## src/rtl/axi_riscv_excl_pkg.sv

```systemverilog
// Shared definitions for the exclusive-access filter in front of the LR/SC adapter.
// Holds the default AXI channel/request/response structs, the FSM state enums,
// the SLVERR response code and the illegal-exclusive check.
package axi_riscv_excl_pkg;

  // Same encoding as axi_pkg::RESP_SLVERR.
  localparam logic [1:0] RESP_SLVERR = 2'b10;

  // Default bus geometry; the req/resp structs below are built for it.
  localparam int unsigned DEF_ADDR_W = 32;
  localparam int unsigned DEF_DATA_W = 64;
  localparam int unsigned DEF_ID_W   = 4;
  localparam int unsigned DEF_USER_W = 1;

  typedef enum logic       {RD_IDLE, RD_ERR} rd_state_e;
  typedef enum logic [1:0] {WR_IDLE, WR_DRAIN, WR_ERR} wr_state_e;

  typedef struct packed {
    logic [DEF_ID_W-1:0]   id;
    logic [DEF_ADDR_W-1:0] addr;
    logic [7:0]            len;
    logic [2:0]            size;
    logic [1:0]            burst;
    logic                  lock;
    logic [DEF_USER_W-1:0] user;
  } ax_chan_t;

  typedef struct packed {
    logic [DEF_DATA_W-1:0]   data;
    logic [DEF_DATA_W/8-1:0] strb;
    logic                    last;
    logic [DEF_USER_W-1:0]   user;
  } w_chan_t;

  typedef struct packed {
    logic [DEF_ID_W-1:0]   id;
    logic [1:0]            resp;
    logic [DEF_USER_W-1:0] user;
  } b_chan_t;

  typedef struct packed {
    logic [DEF_ID_W-1:0]   id;
    logic [DEF_DATA_W-1:0] data;
    logic [1:0]            resp;
    logic                  last;
    logic [DEF_USER_W-1:0] user;
  } r_chan_t;

  typedef struct packed {
    ax_chan_t aw;
    logic     aw_valid;
    w_chan_t  w;
    logic     w_valid;
    logic     b_ready;
    ax_chan_t ar;
    logic     ar_valid;
    logic     r_ready;
  } axi_req_t;

  typedef struct packed {
    logic    aw_ready;
    logic    ar_ready;
    logic    w_ready;
    logic    b_valid;
    b_chan_t b;
    logic    r_valid;
    r_chan_t r;
  } axi_resp_t;

  // An exclusive the adapter cannot track: bursts (this also covers FIXED
  // bursts with len > 0), accesses wider than the bus, or unaligned accesses.
  function automatic logic excl_illegal(input logic [7:0] addr_lsb,
                                        input logic [7:0] len,
                                        input logic [2:0] size,
                                        input logic       lock,
                                        input int         strb_w);
    logic [7:0] mask;
    mask = (8'd1 << size) - 8'd1;
    return lock && ((len != 8'd0) || (int'(size) > $clog2(strb_w)) ||
                    ((addr_lsb & mask) != 8'd0));
  endfunction

endpackage

```

## src/rtl/axi_riscv_excl_cnt.sv

```systemverilog
// Saturating up/down counter of outstanding transactions.
// Ports: clk_i/rst_i clock and async active-high reset; inc/dec step requests;
// full when the count equals MAX, empty when it is zero.
module axi_riscv_excl_cnt #(
  parameter int unsigned MAX = 4,
  localparam int unsigned W = $clog2(MAX + 1)
) (
  input  logic clk_i,
  input  logic rst_i,
  input  logic inc,
  input  logic dec,
  output logic full,
  output logic empty
);

  logic [W-1:0] cnt;
  logic         inc_ok, dec_ok;

  assign full   = (cnt == W'(MAX));
  assign empty  = (cnt == '0);
  assign inc_ok = inc && !full;
  assign dec_ok = dec && !empty;

  always_ff @(posedge clk_i or posedge rst_i) begin
    if (rst_i)                 cnt <= '0;
    else if (inc_ok && !dec_ok) cnt <= cnt + W'(1);
    else if (dec_ok && !inc_ok) cnt <= cnt - W'(1);
  end

endmodule

```

## src/rtl/axi_riscv_excl_filter.sv

```systemverilog
// Exclusive-access filter in front of the LR/SC adapter.
// Legal traffic passes combinationally (zero latency), gated only by the
// outstanding-transaction counters. Untrackable exclusives (bursts, oversize,
// misaligned) are answered locally with SLVERR once all earlier forwarded
// transactions on that channel have completed, so per-ID order is kept.
// Ports: clk_i/rst_i clock and async active-high reset; slv_req_i/slv_resp_o
// core-side AXI port; mst_req_o/mst_resp_i port toward the adapter.
module axi_riscv_excl_filter
  import axi_riscv_excl_pkg::*;
#(
  parameter int unsigned AXI_ADDR_WIDTH     = DEF_ADDR_W,
  parameter int unsigned AXI_DATA_WIDTH     = DEF_DATA_W,
  parameter int unsigned AXI_ID_WIDTH       = DEF_ID_W,
  parameter int unsigned AXI_USER_WIDTH     = DEF_USER_W,
  parameter int unsigned AXI_MAX_READ_TXNS  = 4,
  parameter int unsigned AXI_MAX_WRITE_TXNS = 4,
  parameter type         req_t              = axi_req_t,
  parameter type         resp_t             = axi_resp_t
) (
  input  logic  clk_i,
  input  logic  rst_i,
  input  req_t  slv_req_i,
  output resp_t slv_resp_o,
  output req_t  mst_req_o,
  input  resp_t mst_resp_i
);

  localparam int STRB_W = int'(AXI_DATA_WIDTH / 8);

  rd_state_e rd_state_q, rd_state_d;
  wr_state_e wr_state_q, wr_state_d;

  logic [AXI_ID_WIDTH-1:0]   rd_id_q, wr_id_q;
  logic [AXI_USER_WIDTH-1:0] rd_user_q, wr_user_q;
  logic [8:0]                beats_q, beats_d;
  logic                      rd_lat, wr_lat;
  logic                      ar_bad, aw_bad;
  logic                      rd_full, rd_empty, wr_full, wr_empty;
  logic                      rd_inc, rd_dec, wr_inc, wr_dec;

  // Head requests that must be terminated locally.
  assign ar_bad = slv_req_i.ar_valid &&
                  excl_illegal(slv_req_i.ar.addr[7:0], slv_req_i.ar.len,
                               slv_req_i.ar.size, slv_req_i.ar.lock, STRB_W);
  assign aw_bad = slv_req_i.aw_valid &&
                  excl_illegal(slv_req_i.aw.addr[7:0], slv_req_i.aw.len,
                               slv_req_i.aw.size, slv_req_i.aw.lock, STRB_W);

  always_comb begin
    mst_req_o  = slv_req_i;
    slv_resp_o = mst_resp_i;
    rd_state_d = rd_state_q;
    wr_state_d = wr_state_q;
    beats_d    = beats_q;
    rd_lat     = 1'b0;
    wr_lat     = 1'b0;

    // ---------------- read side ----------------
    mst_req_o.ar_valid  = 1'b0;
    slv_resp_o.ar_ready = 1'b0;
    case (rd_state_q)
      RD_IDLE: begin
        if (ar_bad) begin
          // Wait for all forwarded reads to finish before answering.
          slv_resp_o.ar_ready = rd_empty;
          if (rd_empty) begin
            rd_lat     = 1'b1;
            rd_state_d = RD_ERR;
          end
        end else if (!rd_full) begin
          mst_req_o.ar_valid  = slv_req_i.ar_valid;
          slv_resp_o.ar_ready = mst_resp_i.ar_ready;
        end
      end
      RD_ERR: begin
        // rd_cnt is zero here, so the adapter has no R beats to deliver.
        mst_req_o.r_ready  = 1'b0;
        slv_resp_o.r_valid = 1'b1;
        slv_resp_o.r       = '0;
        slv_resp_o.r.id    = rd_id_q;
        slv_resp_o.r.user  = rd_user_q;
        slv_resp_o.r.resp  = RESP_SLVERR;
        slv_resp_o.r.last  = 1'b1;
        if (slv_req_i.r_ready) rd_state_d = RD_IDLE;
      end
      default: rd_state_d = RD_IDLE;
    endcase

    // ---------------- write side ----------------
    mst_req_o.aw_valid  = 1'b0;
    slv_resp_o.aw_ready = 1'b0;
    case (wr_state_q)
      WR_IDLE: begin
        if (aw_bad) begin
          // W data behind an illegal head belongs to it; keep it upstream.
          mst_req_o.w_valid   = 1'b0;
          slv_resp_o.w_ready  = 1'b0;
          slv_resp_o.aw_ready = wr_empty;
          if (wr_empty) begin
            wr_lat     = 1'b1;
            beats_d    = {1'b0, slv_req_i.aw.len} + 9'd1;
            wr_state_d = WR_DRAIN;
          end
        end else if (!wr_full) begin
          mst_req_o.aw_valid  = slv_req_i.aw_valid;
          slv_resp_o.aw_ready = mst_resp_i.aw_ready;
        end
      end
      WR_DRAIN: begin
        mst_req_o.w_valid  = 1'b0;
        slv_resp_o.w_ready = 1'b1;
        if (slv_req_i.w_valid) begin
          beats_d = beats_q - 9'd1;
          if (slv_req_i.w.last) wr_state_d = WR_ERR;
        end
      end
      WR_ERR: begin
        mst_req_o.w_valid  = 1'b0;
        slv_resp_o.w_ready = 1'b0;
        mst_req_o.b_ready  = 1'b0;
        slv_resp_o.b_valid = 1'b1;
        slv_resp_o.b       = '0;
        slv_resp_o.b.id    = wr_id_q;
        slv_resp_o.b.user  = wr_user_q;
        slv_resp_o.b.resp  = RESP_SLVERR;
        if (slv_req_i.b_ready) wr_state_d = WR_IDLE;
      end
      default: wr_state_d = WR_IDLE;
    endcase

    // While reset is held nothing may handshake on either side.
    if (rst_i) begin
      mst_req_o.aw_valid  = 1'b0;
      mst_req_o.w_valid   = 1'b0;
      mst_req_o.ar_valid  = 1'b0;
      mst_req_o.b_ready   = 1'b0;
      mst_req_o.r_ready   = 1'b0;
      slv_resp_o.aw_ready = 1'b0;
      slv_resp_o.w_ready  = 1'b0;
      slv_resp_o.ar_ready = 1'b0;
      slv_resp_o.b_valid  = 1'b0;
      slv_resp_o.r_valid  = 1'b0;
    end
  end

  assign rd_inc = mst_req_o.ar_valid && mst_resp_i.ar_ready;
  assign rd_dec = mst_resp_i.r_valid && mst_req_o.r_ready && mst_resp_i.r.last;
  assign wr_inc = mst_req_o.aw_valid && mst_resp_i.aw_ready;
  assign wr_dec = mst_resp_i.b_valid && mst_req_o.b_ready;

  axi_riscv_excl_cnt #(.MAX(AXI_MAX_READ_TXNS)) i_rd_cnt (
    .clk_i (clk_i),
    .rst_i (rst_i),
    .inc   (rd_inc),
    .dec   (rd_dec),
    .full  (rd_full),
    .empty (rd_empty)
  );

  axi_riscv_excl_cnt #(.MAX(AXI_MAX_WRITE_TXNS)) i_wr_cnt (
    .clk_i (clk_i),
    .rst_i (rst_i),
    .inc   (wr_inc),
    .dec   (wr_dec),
    .full  (wr_full),
    .empty (wr_empty)
  );

  always_ff @(posedge clk_i or posedge rst_i) begin
    if (rst_i) begin
      rd_state_q <= RD_IDLE;
      wr_state_q <= WR_IDLE;
      rd_id_q    <= '0;
      rd_user_q  <= '0;
      wr_id_q    <= '0;
      wr_user_q  <= '0;
      beats_q    <= '0;
    end else begin
      rd_state_q <= rd_state_d;
      wr_state_q <= wr_state_d;
      beats_q    <= beats_d;
      if (rd_lat) begin
        rd_id_q   <= slv_req_i.ar.id;
        rd_user_q <= slv_req_i.ar.user;
      end
      if (wr_lat) begin
        wr_id_q   <= slv_req_i.aw.id;
        wr_user_q <= slv_req_i.aw.user;
      end
    end
  end

`ifndef SYNTHESIS
  // The final drained beat should match the AW length.
  drain_len_match: assert property (@(posedge clk_i) disable iff (rst_i)
    (wr_state_q == WR_DRAIN && slv_req_i.w_valid && slv_req_i.w.last) |-> beats_q == 9'd1);
`endif

endmodule

```

## config.mk

```make
export PLATFORM = sky130hd
export DESIGN_NAME = axi_riscv_excl_filter
export DESIGN_NICKNAME = d
export VERILOG_FILES = /design/src/rtl/axi_riscv_excl_pkg.sv /design/src/rtl/axi_riscv_excl_cnt.sv /design/src/rtl/axi_riscv_excl_filter.sv
export SDC_FILE = /design/constraint.sdc
export NUM_CORES = 1
export LEC_CHECK = 0
export CORE_AREA = 2 2 205 207
export CTS_BUF_LIST = sky130_fd_sc_hd__clkbuf_2 sky130_fd_sc_hd__clkbuf_4 sky130_fd_sc_hd__clkbuf_8
export CTS_CLUSTER_SIZE = 28
export DETAILED_ROUTE_END_ITERATION = 12
export DIE_AREA = 0 0 207 209
export GPL_ROUTABILITY_DRIVEN = 0
export GPL_TIMING_DRIVEN = 0
export MAX_ROUTING_LAYER = met4
export PLACE_DENSITY = 0.4
export SLEW_MARGIN = 10
export SYNTH_ARGS = -nofsm -noshare
export SYNTH_HDL_FRONTEND = slang
export SYNTH_SLANG_ARGS = --single-unit
export TNS_END_PERCENT = 100
```

## constraint.sdc

```tcl
create_clock -name clk_i -period 3.5 [get_ports clk_i]
set_input_delay 0.7 -clock clk_i [delete_from_list [all_inputs] [get_ports clk_i]]
set_output_delay 0.7 -clock clk_i [all_outputs]
set_load 0.05 [all_outputs]
```

* Yosys cells after proc, flatten, opt, wreduce, memory -nomap -nowiden
Index checks and enable logic that the tools add are counted.
Storage, ports and cells: flip-flop bits (word level) 19, input bits 267, output and inout bits 265, logic and storage cells 113
Operators by class: $lt $le $gt $ge 2, bitwise operators 3, equality and inequality tests 9, shift operators 2, reduce and logical (&&, ||, !) cells 40, add/sub/neg operators 6, mux-type cells 43
Operators with widths (count):
- $mux 73 | 1
- $reduce_bool 8->1 | 4
- $mux 1 | 25
- $logic_and 1x1->1 | 17
- $and 8x8->8 | 2
- $shl 1x3->8 const A | 2
- $sub 8x1->8 const B | 2
- $mux 2 | 7
- $mux 3 | 4
- $logic_not 1->1 | 8
- $mux 8 | 1
- $ne 2x2->1 const B | 4
- $add 3x1->3 const B | 2
- $eq 3x3->1 const B | 2
- $gt 3x2->1 const B | 2
- $logic_not 3->1 | 2
- $pmux 2 s3 | 1
- $sub 3x1->3 const B | 2
- $reduce_and 5->1 | 1
- $logic_or 1x1->1 | 4
- $mux 4 | 1
- $pmux 1 s2 | 2
- $reduce_bool 2->1 | 2
- $pmux 1 s3 | 1
- other kinds (6) | 6

* Longest topological paths before layout
Gate-level depths: netlist of the first run.
depth in word-level cells 16, depth in mapped cells 14, mapped depth without buffers 14

* By module
A second synthesis of the first run with hierarchy kept.
Second synthesis, totals: cell total of the unflattened synthesis 403, area total of the unflattened synthesis 3244.4 µm²
By module, submodules not included:
- axi_riscv_excl_filter | cells each 371, sequential area each 325.3 µm², times used 1, area an instance 2881.5 µm²
- axi_riscv_excl_cnt | cells each 16, sequential area each 75.1 µm², times used 2, area an instance 181.4 µm²

* Least setup slack after synthesis of the first run
No wires, ideal clock.
kind input to output, from in slv_req_i[8] (netlist bit), to out slv_resp_o[82] (netlist bit), data arrival time 3.218 ns, setup slack -0.418 ns, cell stages on the path 6, data required time 2.800 ns, path buffers 0, cells stage by stage or3_1 > ha_1 > o21ai_0 > a2111oi_2 > or4_1 > a21boi_0
RTL lines:
- from (decl) | RTL line axi_riscv_excl_filter.sv:22 | input req_t slv_req_i,
- to (decl) | RTL line axi_riscv_excl_filter.sv:23 | output resp_t slv_resp_o,

==> flow_summary.ini, run 1 <==
[synthesis]
synth_cells = 398
synth.avg_cell_area_um2 = 8.10
synth-xor-area-share_pct = 2.17
synthAdderAreaFrac_pct = 2.80
ys_types = 44
yosysSeqAreaShare_pct = 14.8
syn_area_um2 = 3220
yosysWarnings = 0
synth_top_cell_by_area = buf_4
synth_mux_area_share_pct = 7.69
synth_top_cell_area_share_pct = 41.0
synth_top_family_by_area = buffers and inverters
synth_common_cells = buf_4, nor2b_1, mux2_2
synthFlopType = dfrtp_1
syn_nets = 671
yosys.area_share.simple_pct = 21.6
yosys_register_bits = 19
yosysMostFrequentCell = buf_4
synth_edf_count = 0
synthArstFlopShare_pct = 100
synth_area_leaders = buf_4, dfrtp_1, nor2b_1, mux2_2, ha_1
synth-compound-area-share_pct = 7.57

[setup_path]
required_ns = 2.80
cp.arrival_ns = 2.77
critPathMaxStageDelay_ns = 0.38
crit_chain = buf_8 -> or3_4 -> ha_4 -> o211a_1 -> a211o_1 -> a221oi_4 -> nand2_2 -> buf_6 -> o221ai_2 -> buf_6
path_buf_inv = 3
critPathMaxFanout = 6
start_kind = input pin
path_common_cell = buf_6
cp_slowest_cell = or3_4
criticalPathCategory = input pin to primary output
crit_family = compound AO/OA/AOI/OAI gates
crit_path_end_kind = primary output

[sta]
worst_slew_margin_rel_pct = 32.2
fmax_mhz = 288
hold_viol = 0
fin_tns_setup_ns = 0
grt_setup_unrepaired = true
worst_pin_slew_ns = 1.01
setup_violations = 0
skew_ns = 0.0127
fin_crit_sh_pct = 99.3
finalCriticalPeriod_ns = 3.47
maxSlewViolCount = 0

[power_and_ir_drop]
power.total_uw = 3080
p_leak_uw = 0.00331
power_density_nw_per_um2 = 378
peakVddDrop_mv = 0.151

[route]
vias_per_cell = 3.01
drtAntennaViolNets = 0
routed_wl_um = 18000
first_pass_iters = 4
wire_per_inst_um = 13.3
drt_first_iter_violations = 84
drc = 0
num_vias = 4066

[clock_network]
clockRootBuffer = clkbuf_8
cts_buffer_depth = 2
cts_buffers = 3
cts.clk_slew.worst_paths_ns = 0.10
cts_tree = yes
cts_sinks = 19
cts.htree.levels = 1
cts_hold_buf = 0
clk-insertion-delay-late_ns = 0.29

[placed_design]
port_buffers = 399
hpwlAfterDp_um = 15900

[floorplanning]
fp.coreArea_um2 = 41300
design.portCount = 532
die_h_um = 209
initial_core_util_pct = 7.80
dieWidth_um = 207
die_area_um2 = 43300
row_count = 75

[global_routing]
grt_pass1_vias = 4135
grt_first_pass_wirelength_um = 25300
antenna_found_initial = 0
overflow = 0
grt_max_degree = 12
grtUsageTotal_pct = 7.84

[finish]
areaGrowthSynthToFinish_pct = 153
fillers = 4592
final_nets = 1088
diodes = 0
drive_above_1_share_pct = 31.3

[flow_run]
maxCapViolCount = 0

[worst_hold_path]
hold_path_class = register to register

[outcome]
status = complete, no violations
## cell type report
class | count | area, um2 | area share, %
plain buffers | 186 | 1360 | 16.7
clock inverters | 1 | 5.00 | 0.0613
clock buffers | 3 | 41.3 | 0.506
inverters | 11 | 45.0 | 0.552
flip-flops and latches | 19 | 475 | 5.83
repair buffers | 411 | 4090 | 50.1
repair inverters | 1 | 5.00 | 0.0613
well taps | 539 | 674 | 8.27
multi-input cells | 182 | 1460 | 17.9
## final timing paths
path / to / slack, ns / start / cells after the start
min in group asynchronous: rd_state_q / 0.83 / rst_i / 3
hold / removal: i_rd_cnt.cnt[2] / 0.51 / i_rd_cnt.cnt[2] / 1
setup reg to reg: i_wr_cnt.cnt[2] / 1.05 / wr_state_q[0] / 9
setup / recovery: slv_resp_o[81] / 0.03 / slv_req_i[134] / 10
max in group asynchronous: rd_id_q[3] / 2.31 / rst_i / 2
hold reg to reg: i_rd_cnt.cnt[2] / 0.51 / i_rd_cnt.cnt[2] / 1
## kinds of logic (layout without fill, tap and decap cells)
kind of cell | count (synthesis) | count (layout)
compound gates | 28 | 28
flops | 19 | 19
xor+xnor | 8 | 8
buf+inv | 197 | 613
simple gates | 118 | 118
fa+ha+maj | 6 | 6
mux | 22 | 22
## repair_timing
item / CTS / global route
pin swaps: 5 / 14
gates resized for setup: 66 / 26
endpoints found under the setup margin: 23 / 9
gates cloned: 1 / 0
setup buffers: 3 / 9
## where the power goes
group          leakage [uW]  switching (uW)  internal [uW]
clock network     0.0000255             105           80.1
logic               0.00305            1510            959
registers          0.000234             107            323
## cells in the final DEF, fill, tap and decap left out, types with 2 or more instances in the layout
master             n
a2111oi_4          2
a211o_1            2
a21oi_1            5
buf_4            191
buf_6              3
buf_8              3
clkbuf_1           8
clkbuf_2           3
clkbuf_8           3
clkdlybuf4s50_1  387
dfrtp_1           19
fa_2               2
ha_2               2
ha_4               2
inv_1              9
mux2_2            22
nand2_1           10
nand2b_1           3
nand3_1            3
nand4_1            2
nor2_1            12
nor2b_1           65
nor3_1             4
nor3b_1            2
o21ai_0            3
or2_2              2
or3_4              3
or4_1              2
xnor2_1            3
xor2_1             4
## state kept, by name, summed over array words and instances, names as in the netlist
register      count
i_rd_cnt.cnt      3
wr_id_q           4
rd_user_q         1
rd_state_q        1
rd_id_q           4
wr_state_q        2
wr_user_q         1
i_wr_cnt.cnt      3
## through the flow
step / instances / cell area, um2 / hold slack (ns) / worst slack [ns] / utilization [%]
floorplan: 398 / 3260 / 0.456 / -0.0386 / -
global placement: 1336 / 7920 / 0.486 / -1.23 / 19.2
detailed placement: 1336 / 7920 / 0.486 / -1.26 / 19.2
CTS: 1344 / 8030 / 0.511 / 0.00969 / 19.4
global route: 1353 / 8160 / 0.524 / -0.0774 / 19.8
finish: 1353 / 8160 / 0.506 / 0.0250 / 19.8
## per-layer routing
| layer | vias to the layer above | routed length (um) | global-route usage [%] |
|---|---|---|---|
| li1 | 1954 | - | - |
| met1 | 1812 | 6920 | 8.79 |
| met2 | 288 | 9570 | 14.4 |
| met3 | 12 | 1180 | 1.22 |
| met4 | 0 | 287 | 2.12 |
| met5 | - | 0 | - |
Power figures use the tool's default switching activity.
==> run 2: changes to the inputs <==
ABC_CLOCK_PERIOD_IN_PS = 3500   (was not set)
CTS_BUF_LIST = sky130_fd_sc_hd__clkbuf_8   (was sky130_fd_sc_hd__clkbuf_2 sky130_fd_sc_hd__clkbuf_4 sky130_fd_sc_hd__clkbuf_8)
==> results of run 2 <==
Final layout, timing and power as in run 1 (identical DEF).
